--- src/rtl/rect_fill_engine_pkg.sv ---
// rtl/rect_fill_engine_pkg.sv - shared widths, mode and state encodings for the rect fill engine
`ifndef SCR_WIDTH_BITS
`define SCR_WIDTH_BITS 8
`endif
`ifndef SCR_HEIGHT_BITS
`define SCR_HEIGHT_BITS 7
`endif
`ifndef COLOR_SIZE
`define COLOR_SIZE 3
`endif

package rect_fill_engine_pkg;
    localparam int RF_X_BITS     = `SCR_WIDTH_BITS;
    localparam int RF_Y_BITS     = `SCR_HEIGHT_BITS;
    localparam int RF_COLOR_BITS = `COLOR_SIZE;
    localparam int RF_WR_HOLD    = 3;

    typedef enum logic [1:0] {
        RF_MODE_FILL    = 2'd0,
        RF_MODE_OUTLINE = 2'd1,
        RF_MODE_CIRCLE  = 2'd2,
        RF_MODE_RSVD    = 2'd3
    } rf_mode_e;

    typedef enum logic [2:0] {
        RF_IDLE   = 3'd0,
        RF_LOAD   = 3'd1,
        RF_STROBE = 3'd2,
        RF_GAP    = 3'd3,
        RF_NEXT   = 3'd4
    } rf_state_e;
endpackage

--- src/rtl/rect_fill_engine_if.sv ---
// rtl/rect_fill_engine_if.sv - request handshake and frame-buffer write port of the rect fill engine
interface rect_fill_engine_if
    import rect_fill_engine_pkg::*;
#(
    parameter int X_BITS     = RF_X_BITS,
    parameter int Y_BITS     = RF_Y_BITS,
    parameter int COLOR_BITS = RF_COLOR_BITS
);
    logic                  start;
    logic [1:0]            mode;
    logic [X_BITS-1:0]     x_start;
    logic [X_BITS-1:0]     x_end;
    logic [Y_BITS-1:0]     y_start;
    logic [Y_BITS-1:0]     y_end;
    logic [COLOR_BITS-1:0] color;
    logic                  busy;
    logic                  done;
    logic [X_BITS-1:0]     paint_x_co;
    logic [Y_BITS-1:0]     paint_y_co;
    logic [COLOR_BITS-1:0] color_output;
    logic                  print_enable;

    modport master (
        output start, mode, x_start, x_end, y_start, y_end, color,
        input  busy, done, paint_x_co, paint_y_co, color_output, print_enable
    );

    modport slave (
        input  start, mode, x_start, x_end, y_start, y_end, color,
        output busy, done, paint_x_co, paint_y_co, color_output, print_enable
    );
endinterface

--- src/rtl/rect_fill_mask.sv ---
// rtl/rect_fill_mask.sv - per-pixel write mask for FILL/OUTLINE/CIRCLE (circle under RECT_FILL_CIRCLE_EN)
module rect_fill_mask
    import rect_fill_engine_pkg::*;
#(
    parameter int X_BITS = RF_X_BITS,
    parameter int Y_BITS = RF_Y_BITS
) (
    input  logic [X_BITS-1:0] x,
    input  logic [Y_BITS-1:0] y,
    input  logic [X_BITS-1:0] x_start,
    input  logic [X_BITS-1:0] x_end,
    input  logic [Y_BITS-1:0] y_start,
    input  logic [Y_BITS-1:0] y_end,
    input  logic [1:0]        mode,
    output logic              write_pixel
);
    localparam logic [X_BITS-1:0] X_ONE = X_BITS'(1);
    localparam logic [Y_BITS-1:0] Y_ONE = Y_BITS'(1);

    logic edge_hit;
    logic circle_hit;

    assign edge_hit = (x == x_start) || (x == x_end - X_ONE) ||
                      (y == y_start) || (y == y_end - Y_ONE);

`ifdef RECT_FILL_CIRCLE_EN
    localparam int W = ((X_BITS > Y_BITS) ? X_BITS : Y_BITS) + 2;

    // Doubled offsets from the centre keep even-sized regions on an integer grid.
    logic signed [W-1:0]   dx, dy;
    logic signed [2*W-1:0] dx_ext, dy_ext, dx_sq, dy_sq;
    logic [W-1:0]          span_x, span_y, r;
    logic [2*W-1:0]        r_sq, dist_sq;

    assign dx      = $signed(W'({x, 1'b0}) - W'(x_start) - W'(x_end) + W'(1));
    assign dy      = $signed(W'({y, 1'b0}) - W'(y_start) - W'(y_end) + W'(1));
    assign dx_ext  = {{W{dx[W-1]}}, dx};
    assign dy_ext  = {{W{dy[W-1]}}, dy};
    assign dx_sq   = dx_ext * dx_ext;
    assign dy_sq   = dy_ext * dy_ext;
    assign dist_sq = $unsigned(dx_sq) + $unsigned(dy_sq);
    assign span_x  = W'(x_end) - W'(x_start);
    assign span_y  = W'(y_end) - W'(y_start);
    assign r       = (span_x < span_y) ? span_x : span_y;
    assign r_sq    = {{W{1'b0}}, r} * {{W{1'b0}}, r};
    assign circle_hit = (dist_sq <= r_sq);
`else
    assign circle_hit = 1'b1;
`endif

    always_comb begin
        write_pixel = 1'b1;
        case (rf_mode_e'(mode))
            RF_MODE_OUTLINE: write_pixel = edge_hit;
            RF_MODE_CIRCLE:  write_pixel = circle_hit;
            default:         write_pixel = 1'b1;
        endcase
    end
endmodule

--- src/rtl/rect_fill_engine.sv ---
// rtl/rect_fill_engine.sv - raster pixel writer with start/busy/done handshake; circle mode via RECT_FILL_CIRCLE_EN
module rect_fill_engine
    import rect_fill_engine_pkg::*;
#(
    parameter int X_BITS     = RF_X_BITS,
    parameter int Y_BITS     = RF_Y_BITS,
    parameter int COLOR_BITS = RF_COLOR_BITS,
    parameter int WR_HOLD    = RF_WR_HOLD
) (
    input  logic               Clck,
    input  logic               Reset,
    rect_fill_engine_if.slave  bus
);
    localparam logic [X_BITS-1:0] X_ONE     = X_BITS'(1);
    localparam logic [Y_BITS-1:0] Y_ONE     = Y_BITS'(1);
    localparam logic [3:0]        HOLD_LAST = 4'(WR_HOLD - 1);

    rf_state_e         state;
    logic [3:0]        hold_cnt;
    logic [1:0]        mode_q;
    logic [X_BITS-1:0] xs_q, xe_q;
    logic [Y_BITS-1:0] ys_q, ye_q;
    logic              write_pixel;
    logic              last_x, last_y;

    // The paint coordinates double as the raster counters.
    assign last_x = (bus.paint_x_co == xe_q - X_ONE);
    assign last_y = (bus.paint_y_co == ye_q - Y_ONE);

    rect_fill_mask #(
        .X_BITS (X_BITS),
        .Y_BITS (Y_BITS)
    ) u_mask (
        .x           (bus.paint_x_co),
        .y           (bus.paint_y_co),
        .x_start     (xs_q),
        .x_end       (xe_q),
        .y_start     (ys_q),
        .y_end       (ye_q),
        .mode        (mode_q),
        .write_pixel (write_pixel)
    );

    always_ff @(posedge Clck) begin
        if (!Reset) begin
            state            <= RF_IDLE;
            hold_cnt         <= 4'd0;
            mode_q           <= RF_MODE_FILL;
            xs_q             <= '0;
            xe_q             <= '0;
            ys_q             <= '0;
            ye_q             <= '0;
            bus.busy         <= 1'b0;
            bus.done         <= 1'b0;
            bus.print_enable <= 1'b0;
            bus.paint_x_co   <= '0;
            bus.paint_y_co   <= '0;
            bus.color_output <= {COLOR_BITS{1'b0}};
        end else begin
            bus.done <= 1'b0;
            case (state)
                RF_IDLE: begin
                    if (bus.start) begin
                        mode_q           <= bus.mode;
                        xs_q             <= bus.x_start;
                        xe_q             <= bus.x_end;
                        ys_q             <= bus.y_start;
                        ye_q             <= bus.y_end;
                        bus.color_output <= bus.color;
                        if ((bus.x_end <= bus.x_start) || (bus.y_end <= bus.y_start)) begin
                            bus.done <= 1'b1;
                        end else begin
                            state          <= RF_LOAD;
                            bus.busy       <= 1'b1;
                            bus.paint_x_co <= bus.x_start;
                            bus.paint_y_co <= bus.y_start;
                        end
                    end
                end
                RF_LOAD: begin
                    if (write_pixel) begin
                        state            <= RF_STROBE;
                        bus.print_enable <= 1'b1;
                        hold_cnt         <= 4'd0;
                    end else begin
                        state <= RF_NEXT;
                    end
                end
                RF_STROBE: begin
                    if (hold_cnt == HOLD_LAST) begin
                        bus.print_enable <= 1'b0;
                        state            <= RF_GAP;
                    end else begin
                        hold_cnt <= hold_cnt + 4'd1;
                    end
                end
                RF_GAP: state <= RF_NEXT;
                RF_NEXT: begin
                    if (!last_x) begin
                        bus.paint_x_co <= bus.paint_x_co + X_ONE;
                        state          <= RF_LOAD;
                    end else if (!last_y) begin
                        bus.paint_x_co <= xs_q;
                        bus.paint_y_co <= bus.paint_y_co + Y_ONE;
                        state          <= RF_LOAD;
                    end else begin
                        state    <= RF_IDLE;
                        bus.busy <= 1'b0;
                        bus.done <= 1'b1;
                    end
                end
                default: state <= RF_IDLE;
            endcase
        end
    end
endmodule

--- src/flat_wrapper.sv ---
// flat-port wrapper written by rule: the top's interface ports become plain ports
module rect_fill_engine_flat import rect_fill_engine_pkg::*;
#(
    parameter int X_BITS     = RF_X_BITS,
    parameter int Y_BITS     = RF_Y_BITS,
    parameter int COLOR_BITS = RF_COLOR_BITS,
    parameter int WR_HOLD    = RF_WR_HOLD
)
  (Clck, Reset, bus_start, bus_mode, bus_x_start, bus_x_end, bus_y_start, bus_y_end, bus_color, bus_busy, bus_done, bus_paint_x_co, bus_paint_y_co, bus_color_output, bus_print_enable);
  rect_fill_engine_if #(.X_BITS(X_BITS), .Y_BITS(Y_BITS), .COLOR_BITS(COLOR_BITS)) bus_i ();
  input  logic Clck;
  input  logic Reset;
  input wire logic [$bits(bus_i.start)-1:0] bus_start;
  input wire logic [$bits(bus_i.mode)-1:0] bus_mode;
  input wire logic [$bits(bus_i.x_start)-1:0] bus_x_start;
  input wire logic [$bits(bus_i.x_end)-1:0] bus_x_end;
  input wire logic [$bits(bus_i.y_start)-1:0] bus_y_start;
  input wire logic [$bits(bus_i.y_end)-1:0] bus_y_end;
  input wire logic [$bits(bus_i.color)-1:0] bus_color;
  output wire logic [$bits(bus_i.busy)-1:0] bus_busy;
  output wire logic [$bits(bus_i.done)-1:0] bus_done;
  output wire logic [$bits(bus_i.paint_x_co)-1:0] bus_paint_x_co;
  output wire logic [$bits(bus_i.paint_y_co)-1:0] bus_paint_y_co;
  output wire logic [$bits(bus_i.color_output)-1:0] bus_color_output;
  output wire logic [$bits(bus_i.print_enable)-1:0] bus_print_enable;
  assign bus_i.start = bus_start;
  assign bus_i.mode = bus_mode;
  assign bus_i.x_start = bus_x_start;
  assign bus_i.x_end = bus_x_end;
  assign bus_i.y_start = bus_y_start;
  assign bus_i.y_end = bus_y_end;
  assign bus_i.color = bus_color;
  assign bus_busy = bus_i.busy;
  assign bus_done = bus_i.done;
  assign bus_paint_x_co = bus_i.paint_x_co;
  assign bus_paint_y_co = bus_i.paint_y_co;
  assign bus_color_output = bus_i.color_output;
  assign bus_print_enable = bus_i.print_enable;
  rect_fill_engine #(.X_BITS(X_BITS), .Y_BITS(Y_BITS), .COLOR_BITS(COLOR_BITS), .WR_HOLD(WR_HOLD)) u_core (.Clck(Clck), .Reset(Reset), .bus(bus_i));
endmodule
--- config.mk ---
export PLATFORM = sky130hd
export DESIGN_NAME = rect_fill_engine_flat
export DESIGN_NICKNAME = d
export VERILOG_FILES = /design/src/rtl/rect_fill_engine_pkg.sv /design/src/rtl/rect_fill_engine_if.sv /design/src/rtl/rect_fill_mask.sv /design/src/rtl/rect_fill_engine.sv /design/src/flat_wrapper.sv
export SDC_FILE = /design/constraint.sdc
export NUM_CORES = 1
export LEC_CHECK = 0
export BUFFER_PORTS_ARGS = -buffer_cell sky130_fd_sc_hd__buf_4
export CAP_MARGIN = 25
export CORE_AREA = 5 5 92 94
export CTS_CLUSTER_DIAMETER = 50
export CTS_CLUSTER_SIZE = 24
export DETAILED_ROUTE_END_ITERATION = 6
export DIE_AREA = 0 0 97 99
export GPL_ROUTABILITY_DRIVEN = 0
export PLACE_DENSITY = 0.69
export SLEW_MARGIN = 20
export SYNTH_ARGS = -nofsm -noshare
export SYNTH_HDL_FRONTEND = slang
export SYNTH_SLANG_ARGS = --single-unit
--- constraint.sdc ---
create_clock -name Clck -period 6.7 [get_ports Clck]
set_input_delay 1.34 -clock Clck [delete_from_list [all_inputs] [get_ports Clck]]
set_output_delay 1.34 -clock Clck [all_outputs]
set_load 0.05 [all_outputs]
==> impl_metrics.yaml <==
critical_path:
  crit_path_end_kind: "register"
  cp_max_fo: 5
  worstRegToRegCells: 9
  slowest_stage: "a211o_1"
  crit_required_ps: 6890
  cpPeakStageDelay_ps: 380
  worstPathBufferInverterCount: 2
  arrival_ps: 3520
  regToRegSetupSlack_ps: 3640
  startpoint_type: "input pin"
  path_class: "in -> reg"
  cp_num_cells: 10
  path_common_cell: "a211o_1"
  worstPathCellList: "buf_4 > inv_1 > ha_1 > nand3_1 > a211o_1 > a211oi_1 > o31ai_1 > a211o_1 > nor2_1 > a311oi_1"
  cp_top_family: "compound AO/OA/AOI/OAI gates"
timing:
  period_needed_ps: 3340
  slew_violations: 0
  hold_viol_final: 0
  worst_slew_pin_slew_ps: 930
  finalHoldWorstSlack_ps: 457
  period_share: 0.498
  final.setup.tns_ps: 0
  slew_headroom: 0.379
  rsz0062_at_grt: "false"
  final-setup-viol-count: 0
  skew_ps: 11.6
  max_freq_mhz: 300
yosys:
  yosys.area_share.xor_xnor: 0.106
  synth_compound_area_frac: 0.185
  ys_seq_elements: 60
  synth_top_family_by_area: "simple AND/OR/NAND/NOR gates"
  synthesis.area_sq_um: 3640
  yosysMostFrequentCell: "nand2_1"
  synth_nets: 535
  synth-simple-area-share: 0.238
  synth_top_flop_cell: "dfxtp_1"
  netlist_top_cells_area: "dfxtp_1, nand2_1, a21oi_1"
  async_flop_share: 0
  syn-mean-instance-area_sq_um: 7.66
  synth_top_area_cell: "dfxtp_1"
  synthCells: 476
  synth_edf_count: 0
  synth_cell_types: 48
  synth_top_area_share: 0.330
  synthMuxAreaShare: 0.0110
  yosysWarnings: 0
  synth_top_cells_by_count: "nand2_1, a21oi_1, dfxtp_1, inv_1, xor2_1"
  synth_fa_ha_area_frac: 0.0721
  yosysSeqAreaShare: 0.330
clock_network:
  post_cts_buffers: 0
  cts_buffers: 9
  root_buffer: "clkbuf_8"
  cts_resized: 0
  cts_tree: "built"
  clkTransAtPathRegs_ps: 80
  hold_buffers: 0
  cts.path.max_buffers: 2
  h-tree-depth: 3
  clkLatencyLatePin_ps: 340
  cts_sinks: 60
floorplanning:
  pin_count: 59
  die_area_sq_um: 9600
  rows: 32
  core_sq_um: 7570
  fp.dieH_um: 99
  start_util: 0.482
  die_x_um: 97
drt:
  ant_nets: 0
  drt_iter0_drc: 256
  num_vias: 3547
  wire_per_inst_um: 16.1
  routed_wl_um: 10100
  drc: 0
  drtPass1Iterations: 5
  routed_via_density: 5.65
global_routing:
  grt_max_degree: 56
  grt.overflow.total: 0
  grt_usage: 0.213
  antenna_found_initial: 0
  grt_pass1_wl_um: 16800
  grt_pass1_vias: 3428
final_layout:
  layout-area-overhead-vs-synth_pct: 18.8
  final_cells: 628
  layout.nets: 580
  drive_above_1_share: 0.154
  diodes: 0
  finalInstanceArea_sq_um: 4330
power:
  p_leak_nw: 1.84
  ir_drop_mv: 0.136
  p_per_area_nw_per_um2: 235
placement:
  dp_cells: 612
  io_buffers: 58
  dp_hpwl_um: 7290
  placed_cell_area_sq_um: 4110
min_path:
  hold_depth: 2
  hp-class: "reg -> reg"
run_status:
  status: "complete, no violations"
job:
  drv_cap: 0
## layer usage
metal  part of all wire  vias to the layer above  GRT usage
li1                   -                     1737          -
met3              0.062                       17     0.0318
met5                  0                        -          0
met1               0.48                     1652      0.299
met2               0.44                      141      0.329
met4              0.019                        0     0.0842
## stage by stage
stage | util | power (mW) | setup slack (ps)
2_1_floorplan | - | 0.585 | 3560
3_3_place_gp | 0.543 | 0.653 | 3190
3_5_place_dp | 0.543 | 0.659 | 3110
4_1_cts | 0.572 | 1.02 | 3430
5_1_grt | 0.572 | 1.07 | 3240
6_report | 0.572 | 1.02 | 3360
## worst reg2reg max path, stage by stage, from the launching register on
cell and delay, ps:
dfxtp_1 450, inv_1 70, ha_1 280, nand2b_1 170, a21boi_0 170, o31ai_1 150, nor3_4 650, a32oi_2 450
or3_1 430, a31oi_1 150
## cell usage in the layout (no fill, tap or decap), types with 5 or more instances in the layout
cell type,n
nor3_1,12
a31oi_1,6
a21oi_1,65
o31ai_1,6
nand4_1,8
dfxtp_1,60
buf_4,61
ha_1,21
nand2_1,94
a311oi_1,5
inv_1,24
xnor2_1,20
and3_1,9
o21ai_0,11
nor4_1,5
xor2_1,24
nor2_1,20
nand3_1,12
clkbuf_8,10
## state kept, by name, summed over array words and instances (netlist names), 2 cells and up
signal                   cells
u_core.bus.color_output      3
u_core.ys_q                  7
u_core.xe_q                  8
u_core.ye_q                  7
u_core.hold_cnt              4
u_core.xs_q                  8
u_core.bus.paint_x_co        8
u_core.bus.paint_y_co        7
u_core.state                 3
u_core.mode_q                2
## power breakdown
part           total [mW]  internal [mW]  leakage [nW]  switching [mW]
Combinational       0.237         0.0951          1.24           0.142
Sequential          0.416          0.382         0.491          0.0343
Clock               0.365          0.218         0.113           0.147
Total                1.02          0.695          1.84           0.323
## final timing paths
check,startpoint,endpoint
max reg2reg,u_core.xe_q[0]$_SDFFE_PN0P_,u_core.bus.paint_y_co[0]$_SDFFE_PN0P_
min reg2reg,u_core.mode_q[0]$_SDFFE_PN0P_,u_core.mode_q[0]$_SDFFE_PN0P_
max,bus_y_start[6],u_core.bus.paint_x_co[4]$_SDFFE_PN0P_
min,u_core.mode_q[0]$_SDFFE_PN0P_,u_core.mode_q[0]$_SDFFE_PN0P_
## layout make-up
type / count / area, sq um
multi-input cells: 363 / 2230
inverters: 26 / 97.6
well taps: 102 / 128
repair buffers: 61 / 458
clock inverters: 5 / 75.1
fillers: 725 / 3240
clock buffers: 11 / 141
flip-flops and latches: 60 / 1200
## logic make-up (layout without fill, tap and decap cells)
| family | Yosys count | after routing |
|---|---|---|
| buffers and inverters | 53 | 103 |
| adder cells (fa/ha/maj) | 21 | 21 |
| AND/OR/NAND/NOR | 181 | 181 |
| multiplexers | 4 | 4 |
| AO/OA/AOI/OAI | 113 | 113 |
| XOR/XNOR | 44 | 44 |
| flip-flops | 60 | 60 |
Note: power is estimated with default switching activity, not from simulation.
